[config.mk]
export PLATFORM = sky130hd
export DESIGN_NAME = ordena8_unloader
export DESIGN_NICKNAME = d
export VERILOG_FILES = /design/src/rtl/ordena8_unloader.sv
export SDC_FILE = /design/constraint.sdc
export NUM_CORES = 1
export LEC_CHECK = 0
export ABC_CLOCK_PERIOD_IN_PS = 5600
export BUFFER_PORTS_ARGS = -buffer_cell sky130_fd_sc_hd__buf_4
export CORE_AREA = 2 2 112 114
export DETAILED_ROUTE_END_ITERATION = 8
export DIE_AREA = 0 0 114 116
export MAX_ROUTING_LAYER = met4
export PLACE_DENSITY = 0.72
export SETUP_SLACK_MARGIN = 0.02
export SKIP_LAST_GASP = 1
export SLEW_MARGIN = 20
export SYNTH_ARGS = -nofsm -noshare
export SYNTH_HDL_FRONTEND = slang
export SYNTH_SLANG_ARGS = --single-unit
export TNS_END_PERCENT = 10
[constraint.sdc]
create_clock -name clk -period 5.6 [get_ports clk]
set_input_delay 1.12 -clock clk [delete_from_list [all_inputs] [get_ports clk]]
set_output_delay 1.12 -clock clk [all_outputs]
set_load 0.1 [all_outputs]
[src/rtl/ordena8_unloader.sv]
// ordena8_unloader
// Captures one parallel 8-word frame from the Ordena8 sorter and streams it out
// one word per beat on a valid/ready port, lowest index first. It also checks
// each captured frame for monotonic order.
//
// Ports:
//   clk, rst_n            clock and asynchronous active-low reset
//   in_valid / in_ready   capture handshake for the parallel frame out1..out8
//   out1..out8            sorted words from the sorter (unsigned, WIDTH bits)
//   dout, dout_idx        current serial word and its index (0 = out1)
//   dout_valid/dout_ready serial handshake; dout_last marks index 7
//   order_err, err_cnt    sticky bad-order flag and saturating bad-frame count
//   frames_done           frames fully streamed, wraps modulo 2^16
module ordena8_unloader #(
  parameter int unsigned WIDTH      = 8,
  parameter bit          DESCENDING = 1'b0
) (
  input  logic             clk,
  input  logic             rst_n,
  input  logic             in_valid,
  output logic             in_ready,
  input  logic [WIDTH-1:0] out1,
  input  logic [WIDTH-1:0] out2,
  input  logic [WIDTH-1:0] out3,
  input  logic [WIDTH-1:0] out4,
  input  logic [WIDTH-1:0] out5,
  input  logic [WIDTH-1:0] out6,
  input  logic [WIDTH-1:0] out7,
  input  logic [WIDTH-1:0] out8,
  output logic [WIDTH-1:0] dout,
  output logic [2:0]       dout_idx,
  output logic             dout_valid,
  output logic             dout_last,
  input  logic             dout_ready,
  output logic             order_err,
  output logic [7:0]       err_cnt,
  output logic [15:0]      frames_done
);

  typedef enum logic [0:0] {StIdle, StSend} state_e;

  state_e           state_q;
  logic [2:0]       idx_q;
  logic [WIDTH-1:0] cap_buf_q [8];
  logic [WIDTH-1:0] dout_q;
  logic             dout_valid_q;
  logic             order_err_q;
  logic [7:0]       err_cnt_q;
  logic [15:0]      frames_done_q;

  logic [WIDTH-1:0] in_w [8];
  logic             order_bad;
  logic             last_beat;
  logic             capture;

  always_comb begin
    in_w[0] = out1;
    in_w[1] = out2;
    in_w[2] = out3;
    in_w[3] = out4;
    in_w[4] = out5;
    in_w[5] = out6;
    in_w[6] = out7;
    in_w[7] = out8;
  end

  // Equal neighbours are legal in both directions.
  always_comb begin
    order_bad = 1'b0;
    for (int k = 0; k < 7; k++) begin
      if (DESCENDING) begin
        if (in_w[k] < in_w[k+1]) order_bad = 1'b1;
      end else begin
        if (in_w[k] > in_w[k+1]) order_bad = 1'b1;
      end
    end
  end

  assign last_beat = (state_q == StSend) && (idx_q == 3'd7);
  // Opening the input on the accepted final beat lets the next frame follow
  // without a bubble.
  assign in_ready  = (state_q == StIdle) || (last_beat && dout_ready);
  assign capture   = in_valid && in_ready;

  always_ff @(posedge clk or negedge rst_n) begin
    if (!rst_n) begin
      state_q       <= StIdle;
      idx_q         <= 3'd0;
      dout_q        <= '0;
      dout_valid_q  <= 1'b0;
      order_err_q   <= 1'b0;
      err_cnt_q     <= 8'd0;
      frames_done_q <= 16'd0;
      for (int i = 0; i < 8; i++) cap_buf_q[i] <= '0;
    end else begin
      if (capture) begin
        cap_buf_q    <= in_w;
        idx_q        <= 3'd0;
        dout_q       <= out1;
        dout_valid_q <= 1'b1;
        state_q      <= StSend;
        if (order_bad) begin
          order_err_q <= 1'b1;
          if (err_cnt_q != 8'hFF) err_cnt_q <= err_cnt_q + 8'd1;
        end
      end else if ((state_q == StSend) && dout_ready) begin
        if (idx_q == 3'd7) begin
          state_q      <= StIdle;
          dout_valid_q <= 1'b0;
          idx_q        <= 3'd0;
        end else begin
          idx_q  <= idx_q + 3'd1;
          dout_q <= cap_buf_q[idx_q + 3'd1];
        end
      end
      if (last_beat && dout_ready) frames_done_q <= frames_done_q + 16'd1;
    end
  end

  assign dout        = dout_q;
  assign dout_idx    = idx_q;
  assign dout_valid  = dout_valid_q;
  assign dout_last   = last_beat;
  assign order_err   = order_err_q;
  assign err_cnt     = err_cnt_q;
  assign frames_done = frames_done_q;

endmodule

==> reports/metrics.yaml, run 1 <==
fin_skew_ns: 0.008797
antenna_found_initial: 0
grt_max_degree: 74
synthArstFlopShare_pct: 100.0
cpMaxStageDelayCell: "dfrtp_1"
row_count: 40
insertion_delay_ns: 0.35
dp_hpwl_mm: 10.45
critPathRequiredTime_ns: 4.48
clockBufferDepth: 2
wl_per_cell_um: 16.02
worst_pin_slew_ns: 0.8621
met1_usage_pct: 28.99
leakage_nw: 3.593
power.switching_mw: 1.374
yosys-top-cells-area: "dfrtp_1 43%, ha_1 13%, o21ai_0 6.9%"
die_y_um: 116
maxSlewHeadroom_pct: 42.53
syn_inst: 589
cap_violations: 0
clock-root-buffer: "clkbuf_16"
grt_pass1_wl_mm: 22.87
multi_input_area_um2: 3035
synth_top_cell_area_share_pct: 42.78
rsz0062_at_grt: "false"
final_util_pct: 59.57
dr.first_iter.drc_count: 229
syn_to_final_growth_pct: 20.10
clock-sinks: 101
cts_buffers: 9
fin_nets: 814
p_sw_share_pct: 41.97
cts_hold_buf: 0
avgSynthCellArea_um2: 10.03
cp-end-kind: "primary output"
netlist_area_um2: 5908
fin_tns_setup_ns: 0
cts_tree: "built"
placedInstanceArea_um2: 6775
slowest_delay_ns: 0.41
dr_total_vias: 4535
hold_path_class: "flop to flop"
grt-busiest-layer: "met2"
cp-start-kind: "flop"
grt_pass1_vias: 4691
synthTopCellsByCount: "101 x dfrtp_1, 91 x nand2_1, 82 x o21ai_0, 60 x ha_1, 57 x inv_1"
synthFlopType: "dfrtp_1"
p_int_mw: 1.899
p_total_mw: 3.273
crit_arrival_ns: 1.87
yosysSeqAreaShare_pct: 42.78
cts_setup_buffers: 0
gp_congestion: 0.8796
dp_slack_ns: 2.377
worst-setup-path-type: "flop to primary output"
syn-num-nets: 717
clk_pin_slew_ns: 0.08
p_clk_share_pct: 20.3
grt_use_met3_pct: 4.341
setup_viol: 0
ctsResizeCount: 0
antenna_left: 0
synth_top_cell_by_area: "dfrtp_1"
worst_slack_ns: 2.605
via_per_inst: 5.412
grt.total_usage_pct: 22.66
fin_area_um2: 7096
reg2reg_slack_ns: 2.70
die_w_um: 114
timing.final.crit_period_ns: 2.995
cp_cell_sequence: "ha_1 -> ha_1 -> and2_4 -> nand2_2 -> nand2_2 -> buf_4"
ys_seq_elements: 101
synth_edf_count: 0
fmax_ghz: 0.3339
status: "completed"
portBuffers: 106
irDropWorstVdd_mv: 0.2017
pwr_density_cell_nw_per_um2: 461.3
drt_wl_total_mm: 13.42
drtPass1Iterations: 5
grt-ovfl-total: 0
drc: 0
groute.layer.met2.usage_pct: 36.98
drive_above_1_share_pct: 23.59
yosys_warnings: 0
regArea_um2: 2527
cp_num_buf_inv: 1
worst-path-max-fanout: 5
finalCritPeriodShare_pct: 53.48
yosysUniqueCellTypes: 41
core_area_um2: 11910
die_area_um2: 13220
yosysMostFrequentCell: "dfrtp_1"
seq_power_share_pct: 35.7
crit_family: "adder cells"
hold_violations: 0
insertedDiodeCount: 0
report.final.slew_viol_count: 0
pwr-share-comb_pct: 44.0
fillers: 1027
start_util_pct: 49.60
htree_levels: 3
io_pins: 107
[registers in the layout, summed over array words and instances (netlist names)]
signal       count
dout_valid       1
order_err        1
err_cnt          8
dout_idx         3
dout             8
frames_done     16
cap_buf_q       64
[path summary, 6_finish.rpt]
| kind | startpoint | end | depth (start not counted) |
|---|---|---|---|
| max | dout_idx[1]$_DFFE_PN0P_ | in_ready | 6 |
| min | frames_done[15]$_DFFE_PN0P_ | frames_done[15]$_DFFE_PN0P_ | 1 |
| max reg2reg | dout_idx[1]$_DFFE_PN0P_ | cap_buf_q[57]$_DFFE_PN0P_ | 8 |
| min reg2reg | frames_done[15]$_DFFE_PN0P_ | frames_done[15]$_DFFE_PN0P_ | 1 |
| max in group asynchronous | rst_n | err_cnt[2]$_DFFE_PN0P_ | 2 |
| min in group asynchronous | rst_n | cap_buf_q[60]$_DFFE_PN0P_ | 1 |
[routing by layer]
| layer | share of wire, % | wire [µm] | up-vias |
|---|---|---|---|
| li1 | - | - | 2251 |
| met1 | 45 | 6019 | 2162 |
| met2 | 49 | 6600 | 109 |
| met3 | 4.6 | 623 | 13 |
| met4 | 1.3 | 179 | 0 |
| met5 | 0 | 0 | - |
[layout by cell type, fill, tap and decap left out, types with 2 or more instances in the layout]
cell	instances
nand2b_1	7
nor4_2	3
nand2_1	91
nand4_1	17
nand2_4	2
o21a_1	3
mux4_2	16
inv_8	2
clkbuf_16	9
nor2b_1	9
ha_1	60
o211ai_1	7
nand3_1	12
nor2_1	5
o21ai_0	82
dfrtp_1	101
xnor2_1	18
mux2_2	9
nand2_2	2
mux2i_1	8
and3_1	11
inv_1	57
a22o_1	2
xor2_1	3
buf_4	109
a21oi_1	29
[layout make-up]
cell class / instances / share of cell area, %
clock buffers: 10 / 3.368
clock inverters: 6 / 1.093
inverters: 57 / 3.015
multi-input cells: 408 / 42.78
flip-flops and latches: 101 / 35.62
well taps: 147 / 2.592
repair buffers: 109 / 11.53
[power groups by stage]
stage	Combinational (mW)	Sequential, mW	Clock [mW]
2_1_floorplan	0.720	1.54	0
3_3_place_gp	1.42	1.17	0
3_5_place_dp	1.45	1.18	0
4_1_cts	1.45	1.17	0.675
5_1_grt	1.57	1.20	0.704
6_report	1.44	1.17	0.664
[kinds of logic after synthesis]
family | share of synthesized area, %
adder cells (fa/ha/maj) | 12.71
AND/OR/NAND/NOR | 13.87
multiplexers | 9.424
XOR/XNOR | 3.113
buffers and inverters | 5.908
AO/OA/AOI/OAI | 12.20
flip-flops | 42.78
[per-stage QoR]
step                hold slack [ns]  instances
floorplan                    0.4446        589
CTS                          0.4777        838
detailed placement           0.4634        822
global placement             0.4555        822
global route                 0.5016        838
finish                       0.4738        838
[worst register-to-register path, cell delays in order, from the launching register on]
cell,delay (ns)
dfrtp_1,0.42
ha_1,0.20
ha_1,0.24
and2_4,0.17
nand2_2,0.08
nand2_2,0.11
nand2_4,0.50
buf_4,0.62
mux2_2,0.44
(Power assumes the default switching activity.)
==> inputs of run 2 (changes only) <==
--- a/config.mk
+++ b/config.mk
@@ -5,7 +5,7 @@
 export SDC_FILE = /design/constraint.sdc
 export NUM_CORES = 1
 export LEC_CHECK = 0
-export ABC_CLOCK_PERIOD_IN_PS = 5600
+export ABC_CLOCK_PERIOD_IN_PS = 2960
 export BUFFER_PORTS_ARGS = -buffer_cell sky130_fd_sc_hd__buf_4
 export CORE_AREA = 2 2 112 114
 export DETAILED_ROUTE_END_ITERATION = 8
==> constraint.sdc (replaced) <==
create_clock -name clk -period 2.96 [get_ports clk]
set_input_delay 0.592 -clock clk [delete_from_list [all_inputs] [get_ports clk]]
set_output_delay 0.592 -clock clk [all_outputs]
set_load 0.1 [all_outputs]
==> run 2 against run 1 <==
  * Combinational power increased by 92%
  * Flip-flop and latch count unchanged
  * Die area unchanged
  * Routed wire length increased by 1.5%
  * Count of clock-buffer cells in the layout increased by 1
  * Via count increased by 1.1%
  * Sequential power increased by 90%
  * Total power increased by 92%
  * Clock skew about the same
  * Largest cell class unchanged
  * Worst hold slack got worse by 0.29 ns
  * Sequential share of layout area decreased by 0.29 points
  * Register-to-register slack got worse by 2.0 ns
==> reports/metrics.yaml, run 2 (same netlist as run 1, synthesis figures left out) <==
dp_slack_ns: 0.2411  # -2.136 ns
cp-start-kind: "flop"
dr.first_iter.drc_count: 291  # +27%
placedInstanceArea_um2: 6843  # +1.0%
p_clk_share_pct: 20.7  # +0.4 points
crit_arrival_ns: 1.80  # -0.07 ns
cts_tree: "built"
layout_common_cells: "112 x buf_4, 97 x dfrtp_1, 91 x nand2_1"
syn_to_final_growth_pct: 21.33
cts_buffers: 9  # unchanged
io_pins: 107  # unchanged
clk_pin_slew_ns: 0.07  # about the same
antenna_left: 0  # unchanged
seq_power_share_pct: 35.4  # -0.3 points
timing.final.crit_period_ns: 2.388
gp_congestion: 0.9037  # +2.7%
final_common_cell: "buf_4"
grt_pass1_wl_mm: 22.40  # -2.1%
r2r_cells: 7  # -1
ctsResizeCount: 0  # unchanged
worst-path-max-fanout: 5  # unchanged
cts_setup_buffers: 0  # unchanged
grt-ovfl-total: 0  # unchanged
largest_register_ffs: 64  # unchanged
core_area_um2: 11910  # unchanged
worst_slack_ns: 0.5723  # -2.033 ns
irDropWorstVdd_mv: 0.3817  # +89%
power.switching_mw: 2.581  # +88%
drt_wl_total_mm: 13.63  # +1.5%
fin_area_um2: 7168  # +1.0%
dp_hpwl_mm: 10.74  # +2.8%
fin_cells: 843  # +0.60%
clock-root-buffer: "clkbuf_16"
dr_total_vias: 4583  # +1.1%
leakage_nw: 3.627  # +0.96%
p_sw_share_pct: 41.14  # -0.82 points
drive_above_1_share_pct: 24.43  # +0.84 points
die_area_um2: 13220  # unchanged
critPathRequiredTime_ns: 2.37  # -2.11 ns
p_int_mw: 3.693  # +94%
pwr-share-comb_pct: 44.0  # about the same
clockBufferDepth: 2  # unchanged
status: "completed"
fin_tns_setup_ns: 0  # unchanged
grt_pass1_vias: 4686  # -0.11%
maxSlewHeadroom_pct: 34.26  # -8.3 points
setup_viol: 0  # unchanged
finalCritPeriodShare_pct: 80.67
grt_max_degree: 70  # -5.4%
drtPass1Iterations: 5  # unchanged
worst_pin_slew_ns: 0.9796  # +0.1175 ns
htree_levels: 3  # unchanged
die_w_um: 114  # unchanged
hold_violations: 0  # unchanged
cap_violations: 0  # unchanged
hold_path_class: "input port to asynchronous set/reset pin"
drc: 0  # unchanged
cp-end-kind: "primary output"
reg2reg_from: "dout_idx[1]$_DFFE_PN0P_"
whs_ns: 0.1812  # -0.2926 ns
clock-sinks: 101  # unchanged
fin_skew_ns: 0.008380  # -0.0004165 ns
startpoint: "dout_idx[1]$_DFFE_PN0P_"
fmax_ghz: 0.4188
fin_nets: 819  # +0.61%
row_count: 40  # unchanged
wl_per_cell_um: 16.17  # +0.94%
insertedDiodeCount: 0  # unchanged
insertion_delay_ns: 0.35  # about the same
regMostFlops: "cap_buf_q"
cts_hold_buf: 0  # unchanged
antenna_found_initial: 0  # unchanged
worst-setup-path-type: "flop to primary output"
via_per_inst: 5.437  # +0.46%
grt.total_usage_pct: 22.32  # -0.34 points
rsz0062_at_grt: "false"
start_util_pct: 49.60  # unchanged
pwr_density_cell_nw_per_um2: 875.3  # +90%
report.final.slew_viol_count: 0  # unchanged
place_inst: 827  # +0.61%
portBuffers: 106  # unchanged
die_y_um: 116  # unchanged
==> run 2: cell count changes in the layout (fill, tap and decap cells not counted) <==
cell | previous run | this run
buf_12 | 0 | 2
dfrtp_2 | 0 | 4
inv_8 | 2 | 0
dfrtp_1 | 101 | 97
clkbuf_1 | 0 | 1
bufinv_16 | 1 | 2
o21ai_2 | 1 | 0
clkinv_2 | 0 | 1
buf_4 | 109 | 112
o21ai_1 | 0 | 1
clkinvlp_4 | 1 | 0
==> run 2: power groups by stage <==
| stage | combinational (mW) | clock (mW) | sequential [mW] |
|---|---|---|---|
| 5_1_grt | 3.01 | 1.37 | 2.28 |
| 3_5_place_dp | 2.78 | 0 | 2.25 |
| 4_1_cts | 2.79 | 1.31 | 2.22 |
| 3_3_place_gp | 2.71 | 0 | 2.22 |
| 2_1_floorplan | 1.36 | 0 | 2.92 |
| 6_report | 2.76 | 1.30 | 2.22 |
==> run 2: worst paths after layout <==
path                                                to  slack, ns
max                                           in_ready       0.57
min                        frames_done[15]$_DFFE_PN0P_       0.18
max reg2reg                        dout[6]$_DFFE_PN0P_       0.68
min reg2reg                frames_done[15]$_DFFE_PN0P_       0.47
max in group asynchronous       dout_valid$_DFFE_PN0P_       2.05
min in group clk           frames_done[15]$_DFFE_PN0P_       0.47
==> run 2: area by class of cell <==
| class | instances | area, µm² |
|---|---|---|
| timing repair buffer | 114 | 880.8 |
| clock inverter | 5 | 82.58 |
| tap | 147 | 183.9 |
| clock buffer | 11 | 242.7 |
| multi-input combinational | 408 | 3032 |
| fill | 1011 | 4743 |
| sequential | 101 | 2532 |
| inverter | 57 | 214.0 |
==> run 2: routing by layer <==
layer	track usage [%]	wire, µm	vias up
li1	-	-	2247
met1	26.73	5864	2193
met2	38.65	6823	123
met3	3.923	634	20
met4	6.911	306	0
met5	-	0	-
==> run 2: through the flow <==
step,power (mW),utilization [%]
floorplan,4.278,-
global placement,4.934,57.45
detailed placement,5.025,57.45
CTS,6.324,60.18
global route,6.665,60.18
finish,6.274,60.18
==> run 2: worst max-delay path, cell delays in order (launching register included) <==
cell and delay (ns):
dfrtp_2 0.43, ha_1 0.19, ha_1 0.24, and2_4 0.17, nand2_2 0.07, nand2_2 0.10
buf_4 0.26
